<file path="src/rtl/writeback_arbiter_pkg.sv">
// Shared widths, the writeback FIFO entry layout and value-shaping helpers
// for the writeback arbiter.
package writeback_arbiter_pkg;

  localparam int unsigned VLEN          = 128;
  localparam int unsigned XLEN          = 64;
  localparam int unsigned REG_WID       = 6;
  localparam int unsigned SB_SIZE_WID   = 4;
  localparam int unsigned WB_FIFO_DEPTH = 2;

  // One completed result waiting for writeback.
  typedef struct packed {
    logic [SB_SIZE_WID-1:0] pos;
    logic [REG_WID-1:0]     rd;
    logic [VLEN-1:0]        value;
  } wb_entry_t;

  localparam int unsigned WB_ENTRY_WID = $bits(wb_entry_t);

  // The top bit of rd selects the vector register file.
  function automatic logic wb_is_vector(input logic [REG_WID-1:0] rd);
    return rd[REG_WID-1];
  endfunction

  // Scalar results only carry XLEN meaningful bits; clear the rest.
  function automatic logic [VLEN-1:0] wb_shape_value(input logic [REG_WID-1:0] rd,
                                                     input logic [VLEN-1:0]    value);
    if (wb_is_vector(rd)) begin
      return value;
    end
    return {{(VLEN-XLEN){1'b0}}, value[XLEN-1:0]};
  endfunction

  // Scalar x0 is hardwired to zero, so it never gets a register write.
  function automatic logic wb_writes_reg(input logic [REG_WID-1:0] rd);
    return rd != '0;
  endfunction

endpackage

</file>
<file path="src/rtl/wb_fifo.sv">
// Small synchronous FIFO with wrapping pointers; depth must be a power of two.
// Only pointers and count are reset; the storage array is not.
module wb_fifo #(
  parameter int unsigned DATA_W = 8,
  parameter int unsigned DEPTH  = 2
) (
  input  logic              clk,
  input  logic              rst_n,
  input  logic              push,
  input  logic [DATA_W-1:0] din,
  output logic              full,
  input  logic              pop,
  output logic [DATA_W-1:0] dout,
  output logic              empty
);

  localparam int unsigned PTR_W = $clog2(DEPTH);
  localparam int unsigned CNT_W = $clog2(DEPTH) + 1;

  logic [DATA_W-1:0] mem [DEPTH];
  logic [PTR_W-1:0]  wr_ptr;
  logic [PTR_W-1:0]  rd_ptr;
  logic [CNT_W-1:0]  count;
  logic              do_push_c;
  logic              do_pop_c;

  // Status comes from the count register only, so a same-cycle pop never frees space.
  assign full      = (count == CNT_W'(DEPTH));
  assign empty     = (count == '0);
  assign do_push_c = push && !full;
  assign do_pop_c  = pop && !empty;
  assign dout      = mem[rd_ptr];

  // Pointer and occupancy bookkeeping.
  always_ff @(posedge clk or negedge rst_n) begin
    if (!rst_n) begin
      wr_ptr <= '0;
      rd_ptr <= '0;
      count  <= '0;
    end else begin
      if (do_push_c) wr_ptr <= wr_ptr + PTR_W'(1);
      if (do_pop_c)  rd_ptr <= rd_ptr + PTR_W'(1);
      case ({do_push_c, do_pop_c})
        2'b10:   count <= count + CNT_W'(1);
        2'b01:   count <= count - CNT_W'(1);
        default: count <= count;
      endcase
    end
  end

  // Storage write.
  always_ff @(posedge clk) begin
    if (do_push_c) mem[wr_ptr] <= din;
  end

endmodule

</file>
<file path="src/rtl/writeback_arbiter.sv">
// Merges ALU and load/store results into one registered writeback/commit
// stream, round-robin between the two source FIFOs.
module writeback_arbiter
  import writeback_arbiter_pkg::*;
#(
  parameter int unsigned FIFO_DEPTH = WB_FIFO_DEPTH
) (
  input  logic                   clk,
  input  logic                   rst_n,
  input  logic                   alu_res_valid,
  output logic                   alu_res_ready,
  input  logic [SB_SIZE_WID-1:0] alu_res_pos,
  input  logic [REG_WID-1:0]     alu_res_rd,
  input  logic [VLEN-1:0]        alu_res_value,
  input  logic                   ls_res_valid,
  output logic                   ls_res_ready,
  input  logic [SB_SIZE_WID-1:0] ls_res_pos,
  input  logic [REG_WID-1:0]     ls_res_rd,
  input  logic [VLEN-1:0]        ls_res_value,
  output logic                   wb_valid,
  output logic [REG_WID-1:0]     wb_rd,
  output logic [VLEN-1:0]        wb_value,
  output logic                   cm_valid,
  output logic [SB_SIZE_WID-1:0] cm_pos
);

  wb_entry_t alu_din_c;
  wb_entry_t ls_din_c;
  wb_entry_t alu_dout_c;
  wb_entry_t ls_dout_c;
  wb_entry_t win_c;
  logic      alu_full_c;
  logic      ls_full_c;
  logic      alu_empty_c;
  logic      ls_empty_c;
  logic      grant_alu_c;
  logic      grant_ls_c;
  logic      grant_any_c;
  logic      last_ls;

  assign alu_din_c     = '{pos: alu_res_pos, rd: alu_res_rd, value: alu_res_value};
  assign ls_din_c      = '{pos: ls_res_pos,  rd: ls_res_rd,  value: ls_res_value};
  assign alu_res_ready = !alu_full_c;
  assign ls_res_ready  = !ls_full_c;

  wb_fifo #(
    .DATA_W (WB_ENTRY_WID),
    .DEPTH  (FIFO_DEPTH)
  ) u_alu_fifo (
    .clk   (clk),
    .rst_n (rst_n),
    .push  (alu_res_valid),
    .din   (alu_din_c),
    .full  (alu_full_c),
    .pop   (grant_alu_c),
    .dout  (alu_dout_c),
    .empty (alu_empty_c)
  );

  wb_fifo #(
    .DATA_W (WB_ENTRY_WID),
    .DEPTH  (FIFO_DEPTH)
  ) u_ls_fifo (
    .clk   (clk),
    .rst_n (rst_n),
    .push  (ls_res_valid),
    .din   (ls_din_c),
    .full  (ls_full_c),
    .pop   (grant_ls_c),
    .dout  (ls_dout_c),
    .empty (ls_empty_c)
  );

  // Pick one non-empty FIFO; on a tie, serve the source not granted last.
  always_comb begin
    grant_alu_c = 1'b0;
    grant_ls_c  = 1'b0;
    if (!alu_empty_c && !ls_empty_c) begin
      if (last_ls) grant_alu_c = 1'b1;
      else         grant_ls_c  = 1'b1;
    end else if (!alu_empty_c) begin
      grant_alu_c = 1'b1;
    end else if (!ls_empty_c) begin
      grant_ls_c = 1'b1;
    end
    grant_any_c = grant_alu_c || grant_ls_c;
    win_c       = grant_ls_c ? ls_dout_c : alu_dout_c;
  end

  // Register the winning entry; data outputs hold when nothing is popped.
  always_ff @(posedge clk or negedge rst_n) begin
    if (!rst_n) begin
      wb_valid <= 1'b0;
      wb_rd    <= '0;
      wb_value <= '0;
      cm_valid <= 1'b0;
      cm_pos   <= '0;
      last_ls  <= 1'b1;
    end else begin
      cm_valid <= grant_any_c;
      wb_valid <= grant_any_c && wb_writes_reg(win_c.rd);
      if (grant_any_c) begin
        cm_pos   <= win_c.pos;
        wb_rd    <= win_c.rd;
        wb_value <= wb_shape_value(win_c.rd, win_c.value);
        last_ls  <= grant_ls_c;
      end
    end
  end

endmodule

</file>
<file path="config.mk">
export PLATFORM = sky130hd
export DESIGN_NAME = writeback_arbiter
export DESIGN_NICKNAME = d
export VERILOG_FILES = /design/src/rtl/writeback_arbiter_pkg.sv /design/src/rtl/wb_fifo.sv /design/src/rtl/writeback_arbiter.sv
export SDC_FILE = /design/constraint.sdc
export NUM_CORES = 1
export LEC_CHECK = 0
export CORE_MARGIN = 8
export CORE_UTILIZATION = 29
export DETAILED_ROUTE_END_ITERATION = 10
export PLACE_DENSITY_LB_ADDON = 0.05
export SYNTH_ARGS = -nofsm -noshare
export SYNTH_HDL_FRONTEND = slang
export SYNTH_HIERARCHICAL = 1
export SYNTH_SLANG_ARGS = --single-unit
export TNS_END_PERCENT = 50
</file>
<file path="constraint.sdc">
create_clock -name clk -period 20.7 [get_ports clk]
set_input_delay 2.07 -clock clk [delete_from_list [all_inputs] [get_ports clk]]
set_output_delay 2.07 -clock clk [all_outputs]
set_load 0.005 [all_outputs]
</file>
==> results by group <==
Global route
  • GRT Total Usage: between 10% and 20%
  • First-pass GRT wire length: ~120000 um
  • Gr ovfl total: 0
  • Vias in the first global route: between 15000 and 20000
  • Antenna violations before repair: 21
  • Largest net degree at the start of global routing: 144

Drt
  • Drt first pass iters: 6
  • DRC violations left: 0
  • Antenna-violating nets left: 0
  • Vias per inst: about 4.7
  • Number of DRC markers in iteration 0: between 900 and 1000
  • Final wirelength: about 85000 um
  • DR WL/cell: approximately 25 um
  • DR vias: roughly 16000

STA
  • Clock Skew: around 0.021 ns
  • Peak Freq: approximately 230 MHz
  • Setup TNS Final: 0 ns
  • Relative slew slack: about 16%
  • Fin crit period: about 4.4 ns
  • Fin. max-slew vios: 0
  • Worst-margin pin slew: roughly 1.3 ns
  • # setup viols final: 0
  • RSZ-0062 raised after global routing: false
  • Final Hold Fails: 0
  • Period utilization: about a fifth

Critical path
  • Crit path kind: in2reg
  • WP buf/inv: 2
  • CP Launch Type: input port
  • WP data required: 20.93 ns
  • Worst path slowest cell: buf_4
  • Max FO, Critical Path: 65
  • Setup crit end kind: flop
  • Crit-path max cell delay: roughly 0.89 ns
  • CP arrival: roughly 4.7 ns
  • Top delay family on crit path: buffers and inverters
  • CP cell instances: clkdlybuf4s50_1, nand2_1, nor2_4, buf_4

Layout
  • Fin util: between 30% and 40%
  • Share of post-route cells with drive strength above 1: 21.7%
  • Final net count: between 2000 and 2500
  • Area growth syn-to-layout: 29.3%

CTS
  • Clock-pin slew of the registers on the worst-case setup and hold paths: ~0.050 ns
  • CTS Hold Bufs: 0
  • H-tree depth: 3
  • Total CTS buffers: 82
  • Cell at the root of the clock tree: clkbuf_16
  • Clock Tree Buf Depth: 3
  • Post-CTS sizing: 0
  • Post-CTS setup buffers: 0
  • CTS tree: done
  • # clock sinks: 701
  • Clock Latency Late Sink: ~0.61 ns

Yosys
  • FFs w/ async S/R, synth: a little over a fifth
  • Main combinational cell family by area after synthesis: multiplexers
  • Most used DFF post-synth: edfxtp_1
  • Largest cells by area after synthesis: edfxtp_1 60%, dfrtp_1 13%, mux2_2 11%, o211ai_1 3.7%, nand2_1 2.8%
  • Post-synth EDFFs: 552
  • Syn nets: 1896
  • Yosys warns: 6
  • Compound-cell area share of the yosys netlist: 6.66%
  • Cell Area, Synth: 0.0277 mm^2
  • Area leader, netlist: edfxtp_1
  • Synth Instances: ~1600
  • Synth cell types: 31
  • Synth top area share: approximately three fifths
  • Post-synthesis sequential area ratio: roughly three quarters
  • Post-synthesis simple-gate area fraction: 3.17%
  • Adder-cell area share of the yosys netlist: less than 1%
  • Mux contribution to synthesized area: between 10% and 20%
  • Number of synthesized register bits: ~700
  • Avg Inst Size Synth: about 17 um^2
  • Xor and xnor area share after synthesis: 0.316%

Power and ir drop
  • Cell area power density: approximately 150 mW/mm^2
  • Leak pwr: 12.1 nW
  • Switching power of the nets: roughly 0.0018 W
  • Switching Share: 32.5%
  • Maximum vdd drop: ~0.10 mV
  • Flop pwr share: roughly two fifths
  • Internal power: roughly 0.0037 W
  • Share of power burned in combinational logic: roughly a third
  • Clk pwr share: about a quarter

Placed design
  • PortBufs: approximately 420
  • Routability congestion estimate: around 0.7
  • Post-DP HPWL: ~50000 um

Floorplan
  • Die X: approximately 330 um
  • Initial Util: ~29%
  • I/O pins: 422
  • Die area: 0.106 mm^2
  • Row cnt: approximately 110
  • DIE HEIGHT: roughly 330 um
  • Core Area: 0.0949 mm^2

Job
  • Max-Cap Viols: 0

Worst hold path
  • Tightest Hold Check Type: reg2reg

Status
  • Outcome: complete, no violations
==> final cells by class <==
class | instances | area (um^2)
Tap cell | 1265 | 1580
Inverter | 14 | 52.6
Timing Repair Buffer | 443 | 4410
Clock buffer | 120 | 2370
Sequential cell | 701 | 20300
Multi-Input combinational cell | 792 | 6710
Clock inverter | 29 | 337
Fill cell | 8842 | 59100
Antenna cell | 9 | 22.5
==> power groups by stage <==
stage	clock (W)	sequential [W]	combinational, W
after detailed placement	0	0.00219	0.00192
after global routing	0.00155	0.00220	0.00203
final	0.00145	0.00216	0.00187
after floorplan	0	0.00215	0.00119
after CTS	0.00150	0.00217	0.00193
after global placement	0	0.00219	0.00191
==> worst paths after layout <==
check	from	to	slack, ns	cells after the start
hold / removal	wb_value[127]	wb_value[127]	0.49	2
setup reg to reg	u_ls_fifo/rd_ptr	wb_value[84]	17.43	6
hold reg to reg	wb_value[127]	wb_value[127]	0.49	2
max in group asynchronous	rst_n	u_alu_fifo/rd_ptr	17.87	2
min in group asynchronous	rst_n	wb_value[26]	1.42	1
setup / recovery	ls_res_valid	u_ls_fifo/mem[0][76]	16.27	4
==> cells in the final DEF (no fill, tap or decap), types with 6 or more instances in the layout <==
master	instances
buf_4	20
diode_2	9
dfrtp_1	146
o211ai_1	138
xnor2_1	6
clkbuf_1	22
nand2_1	203
clkinv_2	12
edfxtp_1	552
mux2i_1	68
clkbuf_8	16
bufinv_16	7
clkdlybuf4s50_1	420
clkinv_1	7
mux2_2	276
o221a_2	20
inv_1	12
o221a_1	48
clkbuf_16	83
==> cells in the mapped netlist (17+ instances only) <==
master,n
edfxtp_1,552
mux2_2,276
nand2_1,203
dfrtp_1,148
o211ai_1,138
mux2i_1,68
o221a_1,48
buf_2,38
buf_6,26
clkbuf_1,26
o221a_2,20
buf_4,17
==> kinds of logic (layout without fill, tap and decap cells) <==
family / after synthesis / count (layout)
and+or+nand+nor: 224 / 224
AOI/OAI and AO/OA: 212 / 212
xor gates and xnor gates: 10 / 10
other: 0 / 9
adders and majority gates: 2 / 2
buffers and inverters: 121 / 606
DFF: 701 / 701
muxes: 344 / 344
==> sequential cells by signal (all words and copies together) (netlist names) <==
| signal | cells |
|---|---|
| u_ls_fifo/count | 2 |
| wb_value | 128 |
| cm_valid | 1 |
| last_ls | 1 |
| wb_valid | 1 |
| u_alu_fifo/count | 2 |
| u_ls_fifo/rd_ptr | 1 |
| u_alu_fifo/mem | 276 |
| wb_rd | 6 |
| u_ls_fifo/mem | 276 |
| u_alu_fifo/rd_ptr | 1 |
| u_alu_fifo/wr_ptr | 1 |
| u_ls_fifo/wr_ptr | 1 |
| cm_pos | 4 |
==> layer usage <==
layer / part of all wire [%] / up-vias / global-route usage [%] / wire length (um)
li1: - / 7105 / - / -
met1: 44 / 7998 / 19.9 / 36800
met2: 47 / 444 / 25.4 / 39900
met3: 6.3 / 140 / 4.64 / 5300
met4: 2.8 / 20 / 4.84 / 2380
met5: 0.12 / - / 0 / 105
==> through the flow <==
step	std cells	worst slack [ns]	cell area [um^2]	total power, W	hold slack, ns
2_1_floorplan	1614	12.17	27700	0.00334	0.458
3_3_place_gp	3215	15.65	33100	0.00410	0.485
3_5_place_dp	3215	15.57	33100	0.00412	0.488
4_1_cts	3364	16.24	35800	0.00560	0.500
5_1_grt	3366	16.10	35800	0.00578	0.527
6_report	3373	16.27	35800	0.00547	0.495
==> worst register-to-register path: stages (launching register included) <==
cell and delay, ns:
dfrtp_4 0.71, buf_4 0.88, mux2_2 0.35, a21boi_4 0.17, buf_4 0.69, nand2_1 0.20, o211ai_1 0.20
Power figures use the tool's default switching activity.
